--- config.mk ---
export PLATFORM = sky130hd
export DESIGN_NAME = muldiv_seq
export DESIGN_NICKNAME = d
export VERILOG_FILES = /design/src/rtl/muldiv_pkg.sv /design/src/rtl/muldiv_step.sv /design/src/rtl/muldiv_seq.sv
export SDC_FILE = /design/constraint.sdc
export NUM_CORES = 1
export LEC_CHECK = 0
export ABC_AREA = 1
export ABC_CLOCK_PERIOD_IN_PS = 12600
export BUFFER_PORTS_ARGS = -buffer_cell sky130_fd_sc_hd__buf_2
export CAP_MARGIN = 20
export CORE_MARGIN = 5
export CORE_UTILIZATION = 35
export CTS_CLUSTER_DIAMETER = 80
export DETAILED_ROUTE_END_ITERATION = 8
export PLACE_DENSITY = 0.58
export SYNTH_ARGS = -nofsm -noshare
export SYNTH_HDL_FRONTEND = slang
export SYNTH_SLANG_ARGS = --single-unit
--- constraint.sdc ---
create_clock -name i_clk -period 12.6 [get_ports i_clk]
set_clock_uncertainty 0.1 [all_clocks]
set_input_delay 2.52 -clock i_clk [delete_from_list [all_inputs] [get_ports i_clk]]
set_output_delay 2.52 -clock i_clk [all_outputs]
set_load 0.01 [all_outputs]
--- src/rtl/muldiv_pkg.sv ---
// Shared definitions for the iterative RV32M multiply/divide sequencer.
package muldiv_pkg;

   localparam int unsigned DEFAULT_XLEN = 32;

   localparam logic [2:0] F3_MUL    = 3'b000;
   localparam logic [2:0] F3_MULH   = 3'b001;
   localparam logic [2:0] F3_MULHSU = 3'b010;
   localparam logic [2:0] F3_MULHU  = 3'b011;
   localparam logic [2:0] F3_DIV    = 3'b100;
   localparam logic [2:0] F3_DIVU   = 3'b101;
   localparam logic [2:0] F3_REM    = 3'b110;
   localparam logic [2:0] F3_REMU   = 3'b111;

   typedef enum logic [2:0] {
      IDLE,
      PREP,
      CALC,
      FIX,
      DONE
   } state_t;

   typedef enum logic {
      STEP_MUL,
      STEP_DIV
   } step_mode_t;

endpackage

--- src/rtl/muldiv_step.sv ---
// One shift-add multiply or restoring-divide iteration on unsigned magnitudes.
module muldiv_step
   import muldiv_pkg::*;
#(
   parameter int unsigned XLEN = DEFAULT_XLEN
) (
   input  step_mode_t      mode,
   input  logic [XLEN-1:0] acc,
   input  logic [XLEN-1:0] opnd,
   input  logic [XLEN-1:0] sreg,
   output logic [XLEN-1:0] acc_nxt,
   output logic [XLEN-1:0] sreg_nxt
);

   logic [XLEN:0] sum;
   logic [XLEN:0] shifted;
   logic [XLEN:0] diff;

   always_comb begin
      sum      = {1'b0, acc} + (sreg[0] ? {1'b0, opnd} : '0);
      shifted  = {acc, sreg[XLEN-1]};
      diff     = shifted - {1'b0, opnd};
      acc_nxt  = '0;
      sreg_nxt = '0;
      if (mode == STEP_DIV) begin
         // diff MSB set means the trial subtraction went negative: restore
         if (!diff[XLEN]) begin
            acc_nxt  = diff[XLEN-1:0];
            sreg_nxt = {sreg[XLEN-2:0], 1'b1};
         end else begin
            acc_nxt  = shifted[XLEN-1:0];
            sreg_nxt = {sreg[XLEN-2:0], 1'b0};
         end
      end else begin
         acc_nxt  = sum[XLEN:1];
         sreg_nxt = {sum[0], sreg[XLEN-1:1]};
      end
   end

endmodule

--- src/rtl/muldiv_seq.sv ---
// RV32M multiply/divide sequencer: IDLE -> PREP -> CALC (XLEN cycles) -> FIX -> DONE.
// Define MULDIV_EARLY_OUT_EN to resolve div-by-zero, overflow and zero multiplies in PREP.
module muldiv_seq
   import muldiv_pkg::*;
#(
   parameter int unsigned XLEN = DEFAULT_XLEN
) (
   input  logic            i_clk,
   input  logic            i_rst,
   input  logic            i_start,
   input  logic [2:0]      i_funct3,
   input  logic [XLEN-1:0] i_op1,
   input  logic [XLEN-1:0] i_op2,
   output logic            o_busy,
   output logic            o_done,
   output logic [XLEN-1:0] o_result
);

   localparam int unsigned CW = $clog2(XLEN);

   state_t            state;
   logic [2:0]        f3;
   logic [XLEN-1:0]   opnd;
   logic [XLEN-1:0]   acc;
   logic [XLEN-1:0]   sreg;
   logic [CW-1:0]     cnt;
   logic              neg;

   logic [XLEN-1:0]   acc_nxt;
   logic [XLEN-1:0]   sreg_nxt;
   logic              is_div;
   logic              sign_a;
   logic              sign_b;
   logic [XLEN-1:0]   abs_a;
   logic [XLEN-1:0]   abs_b;
   logic [2*XLEN-1:0] prod;
   logic [2*XLEN-1:0] prod_fix;
   logic [XLEN-1:0]   fix_val;

   muldiv_step #(.XLEN(XLEN)) u_step (
      .mode     (is_div ? STEP_DIV : STEP_MUL),
      .acc      (acc),
      .opnd     (opnd),
      .sreg     (sreg),
      .acc_nxt  (acc_nxt),
      .sreg_nxt (sreg_nxt)
   );

   // opnd/sreg hold the raw rs1/rs2 during PREP, magnitudes afterwards
   always_comb begin
      is_div   = f3[2];
      sign_a   = opnd[XLEN-1] & ((f3 == F3_MULH) | (f3 == F3_MULHSU) |
                                 (f3 == F3_DIV)  | (f3 == F3_REM));
      sign_b   = sreg[XLEN-1] & ((f3 == F3_MULH) | (f3 == F3_DIV) | (f3 == F3_REM));
      abs_a    = sign_a ? -opnd : opnd;
      abs_b    = sign_b ? -sreg : sreg;
      prod     = {acc, sreg};
      prod_fix = neg ? -prod : prod;
      fix_val  = '0;
      unique case (f3)
         F3_MUL:                       fix_val = prod_fix[XLEN-1:0];
         F3_MULH, F3_MULHSU, F3_MULHU: fix_val = prod_fix[2*XLEN-1:XLEN];
         F3_DIV, F3_DIVU:              fix_val = neg ? -sreg : sreg;
         F3_REM, F3_REMU:              fix_val = neg ? -acc : acc;
         default:                      fix_val = '0;
      endcase
   end

`ifdef MULDIV_EARLY_OUT_EN
   logic            early;
   logic [XLEN-1:0] early_val;

   always_comb begin
      early     = 1'b0;
      early_val = '0;
      if (is_div) begin
         if (sreg == '0) begin
            early     = 1'b1;
            early_val = f3[1] ? opnd : '1;
         end else if (!f3[0] && (opnd == {1'b1, {(XLEN-1){1'b0}}}) && (sreg == '1)) begin
            early     = 1'b1;
            early_val = f3[1] ? '0 : opnd;
         end
      end else if ((opnd == '0) || (sreg == '0)) begin
         early = 1'b1;
      end
   end
`endif

   always_ff @(posedge i_clk or posedge i_rst) begin
      if (i_rst) begin
         state    <= IDLE;
         f3       <= '0;
         opnd     <= '0;
         acc      <= '0;
         sreg     <= '0;
         cnt      <= '0;
         neg      <= 1'b0;
         o_busy   <= 1'b0;
         o_done   <= 1'b0;
         o_result <= '0;
      end else begin
         unique case (state)
            IDLE: begin
               if (i_start) begin
                  f3     <= i_funct3;
                  opnd   <= i_op1;
                  sreg   <= i_op2;
                  o_busy <= 1'b1;
                  state  <= PREP;
               end
            end
            PREP: begin
`ifdef MULDIV_EARLY_OUT_EN
               if (early) begin
                  o_result <= early_val;
                  o_done   <= 1'b1;
                  state    <= DONE;
               end else
`endif
               begin
                  opnd  <= is_div ? abs_b : abs_a;
                  sreg  <= is_div ? abs_a : abs_b;
                  acc   <= '0;
                  cnt   <= CW'(XLEN - 1);
                  // a zero divisor keeps the all-ones quotient unsigned
                  neg   <= !is_div ? (sign_a ^ sign_b) :
                           f3[1]   ? sign_a :
                                     ((sign_a ^ sign_b) & (sreg != '0));
                  state <= CALC;
               end
            end
            CALC: begin
               acc  <= acc_nxt;
               sreg <= sreg_nxt;
               cnt  <= cnt - CW'(1);
               if (cnt == '0) begin
                  state <= FIX;
               end
            end
            FIX: begin
               o_result <= fix_val;
               o_done   <= 1'b1;
               state    <= DONE;
            end
            DONE: begin
               o_done <= 1'b0;
               o_busy <= 1'b0;
               state  <= IDLE;
            end
            default: state <= IDLE;
         endcase
      end
   end

endmodule

==> flow_metrics.py <==
metrics = {
    "clocking": {
        "htreeDepth": 4,
        "cts-root-buf": "clkbuf_16",
        "cts_hold_buf": 0,
        "ctsLongestPathBuffers": 2,
        "numClockSinks": 142,
        "post_cts_buffers": 0,
        "cts_tree": "yes",
        "cts_buffers": 17,
        "clkTransAtPathRegs_ps": 80,
        "clk_latency_ps": 480,
        "post_cts_resized": 0,
    },
    "sta": {
        "rsz0062_at_grt": "no",
        "slew_violations": 0,
        "finalSetupTns_ps": 0,
        "slew_headroom_pct": 27.69,
        "finalSetupViolCount": 0,
        "hold_viol_final": 0,
        "tightest_slew_ps": 1073,
        "hold_ws_ps": 374.9,
        "fin_crit_sh_pct": 34.30,
        "layout_setup_ws_ps": 8279,
        "period_needed_ps": 4321,
        "timing.fmax_mhz": 231.4,
    },
    "setup_path": {
        "cp_max_fo": 37,
        "crit_family": "simple AND/OR/NAND/NOR gates",
        "endpoint_kind": "register",
        "slowest_delay_ps": 770,
        "slowest_stage": "nor2_4",
        "critPathKind": "primary input to register",
        "required_ps": 12910,
        "startpoint_type": "primary input",
        "worstPathArrival_ps": 4630,
        "cp_num_buf_inv": 3,
        "cp_cell_sequence": "buf_2 -> inv_1 -> nor3_4 -> nor2_4 -> inv_2 -> nand2_1 -> o21ai_0 -> a21oi_1",
    },
    "detailed_routing": {
        "via_per_inst": 5.459,
        "met2_length_mm": 33.80,
        "highest_layer": "met4",
        "dr_wl_met3_mm": 9.096,
        "wl_met1_mm": 33.60,
        "drtAntennaViolNets": 0,
        "drcViolationCount": 0,
        "dr.pass1.iters": 8,
        "wl_mm": 79.93,
        "num_vias": 21082,
        "drt_first_iter_violations": 2594,
        "wl_per_cell_um": 20.70,
    },
    "synth": {
        "synth.avg_cell_area_um2": 5.553,
        "synth_top_area_share_pct": 22.47,
        "syn-num-nets": 3284,
        "yosysTopAreaCell": "nand2_1",
        "ys_seq_elements": 142,
        "ys_seq_area_share_pct": 20.36,
        "synthFlopType": "dfrtp_1",
        "synth_area_leaders": "nand2_1 22%, dfrtp_1 20%, nand3_1 11%, inv_1 9.5%, nor2_1 6.3%",
        "syn_area_mm2": 0.01745,
        "synth_cell_types": 51,
        "synth-async-reset-ratio_pct": 100.0,
        "synth_warnings": 0,
        "netlist_instances": 3143,
        "synth_edf_count": 0,
    },
    "grt": {
        "grt_use_total_pct": 28.55,
        "grt_max_degree": 93,
        "grt-ovfl-total": 0,
        "grt_pass1_wl_mm": 117.5,
        "grt_pass1_vias": 18973,
        "antenna_found_initial": 1,
    },
    "floorplan": {
        "rows": 81,
        "dieHeight_um": 233.3,
        "core_mm2": 0.04915,
        "initial_utilization_pct": 35.51,
        "die_w_um": 233.3,
        "top_level_ports": 104,
        "die_area_mm2": 0.05444,
    },
    "hold_path": {
        "hold_class": "register to register",
    },
    "final_layout": {
        "final_core_util_pct": 38.92,
        "final_layout_size_suffix_gt1_share_pct": 7.380,
        "antenna_cells": 0,
        "nFillCells": 5593,
        "final_common_cell": "nand2_1",
        "syn2layout_area_growth_pct": 9.605,
        "layout.nets": 3326,
        "final_cell_mix": "1045 x nand2_1, 440 x inv_1, 367 x nand3_1, 293 x nor2_1, 199 x o21ai_0",
    },
    "placed_design": {
        "globalplace.congestion": 1.023,
        "port_buffers": 103,
        "hpwl_mm": 62.69,
        "dp_worst_setup_slack_ps": 7885,
    },
    "power_and_ir_drop": {
        "p_per_area_mw_per_mm2": 327.8,
        "p_leak_nw": 9.886,
        "irDropWorstVdd_uv": 134.9,
    },
    "job": {
        "maxCapViolCount": 0,
    },
    "run_status": {
        "status": "finished clean",
    },
}
-- final cells by class --
cell class / count / area (um2) / share of cell area [%]
clock buffer: 18 / 439.2 / 2.296
clock inverter: 14 / 157.7 / 0.8241
inverter: 460 / 1732 / 9.052
multi-input combinational: 2434 / 11700 / 61.14
sequential: 142 / 3556 / 18.59
tap: 664 / 830.8 / 4.343
timing repair buffer: 130 / 718.2 / 3.754
-- routing by layer --
layer	GRT usage, %	up-vias
met4	10.61	0
met3	7.706	176
met1	39.33	9642
met2	42.73	1086
met5	0	-
li1	-	10178
-- path summary, 6_finish.rpt --
check                      depth (start not counted)                        to                     start  slack [ps]
setup reg to reg                                  18       acc[12]$_DFFE_PP0N_      sreg[31]$_DFFE_PP0P_        8810
setup / recovery                                   8      sreg[25]$_DFFE_PP0P_                   i_start        8280
min in group asynchronous                          2        cnt[2]$_DFFE_PP0N_                     i_rst        2140
hold / removal                                     2  o_result[23]$_DFFE_PP0P_  o_result[23]$_DFFE_PP0P_         370
hold reg to reg                                    2  o_result[23]$_DFFE_PP0P_  o_result[23]$_DFFE_PP0P_         370
max in group asynchronous                          3      opnd[11]$_DFFE_PP0P_                     i_rst        8970
-- flip-flops by register name, summed over array words and instances, names as in the netlist --
name	cells
o_busy	1
acc	32
cnt	5
sreg	32
state	3
neg	1
opnd	32
o_done	1
f3	3
o_result	32
-- stage by stage --
step / cells / total power, W / cell area (um2)
detailed placement: 3829 / 0.005566 / 18530
floorplan: 3143 / 0.004088 / 17450
CTS: 3861 / 0.006123 / 19120
finish: 3862 / 0.006270 / 19130
global placement: 3829 / 0.005560 / 18530
global route: 3862 / 0.006751 / 19130
-- where the power goes --
part	total (W)	internal, W	switching [W]
Sequential	0.00112	0.000681	0.000443
Clock	0.000544	0.000300	0.000244
Combinational	0.00460	0.00135	0.00326
Total	0.00627	0.00233	0.00394
-- cells in the mapped netlist (3+ instances only) --
cell      instances
buf_6             4
nand2_2           8
nand4_1          36
a22oi_1           3
a32oi_1           3
xor2_1           40
or2_2             9
xnor2_1          12
and2_1            3
nor2_2           15
nand2_1        1045
inv_1           441
a31oi_1           6
buf_1            13
o21a_1            3
nor3_1           34
o21ai_1          42
clkbuf_1         53
o211ai_1         16
nand3b_1          9
nand3_2           5
a21o_1            4
dfrtp_1         142
o21bai_1          7
a21boi_0          3
buf_4             7
nand3_1         367
o21ai_0         199
a211oi_1         22
nor2_1          294
a21oi_1         153
buf_2            30
inv_2            18
nor2_4            7
ha_1             69
-- worst min-delay path, delay by kind of cell, from the launching register on --
family	cells	cell delay [ps]
DFF	1	340
and+or+nand+nor	2	100
-- kinds of logic (layout without fill, tap and decap cells) --
kind of cell	Yosys count	count (layout)	synth area share, %
DFF	142	142	20.36
AOI/OAI and AO/OA	471	471	14.71
buffers and inverters	567	622	12.73
and+or+nand+nor	1840	1840	44.42
adders and majority gates	71	71	5.176
xor gates and xnor gates	52	52	2.609
Note: power is estimated with default switching activity, not from simulation.
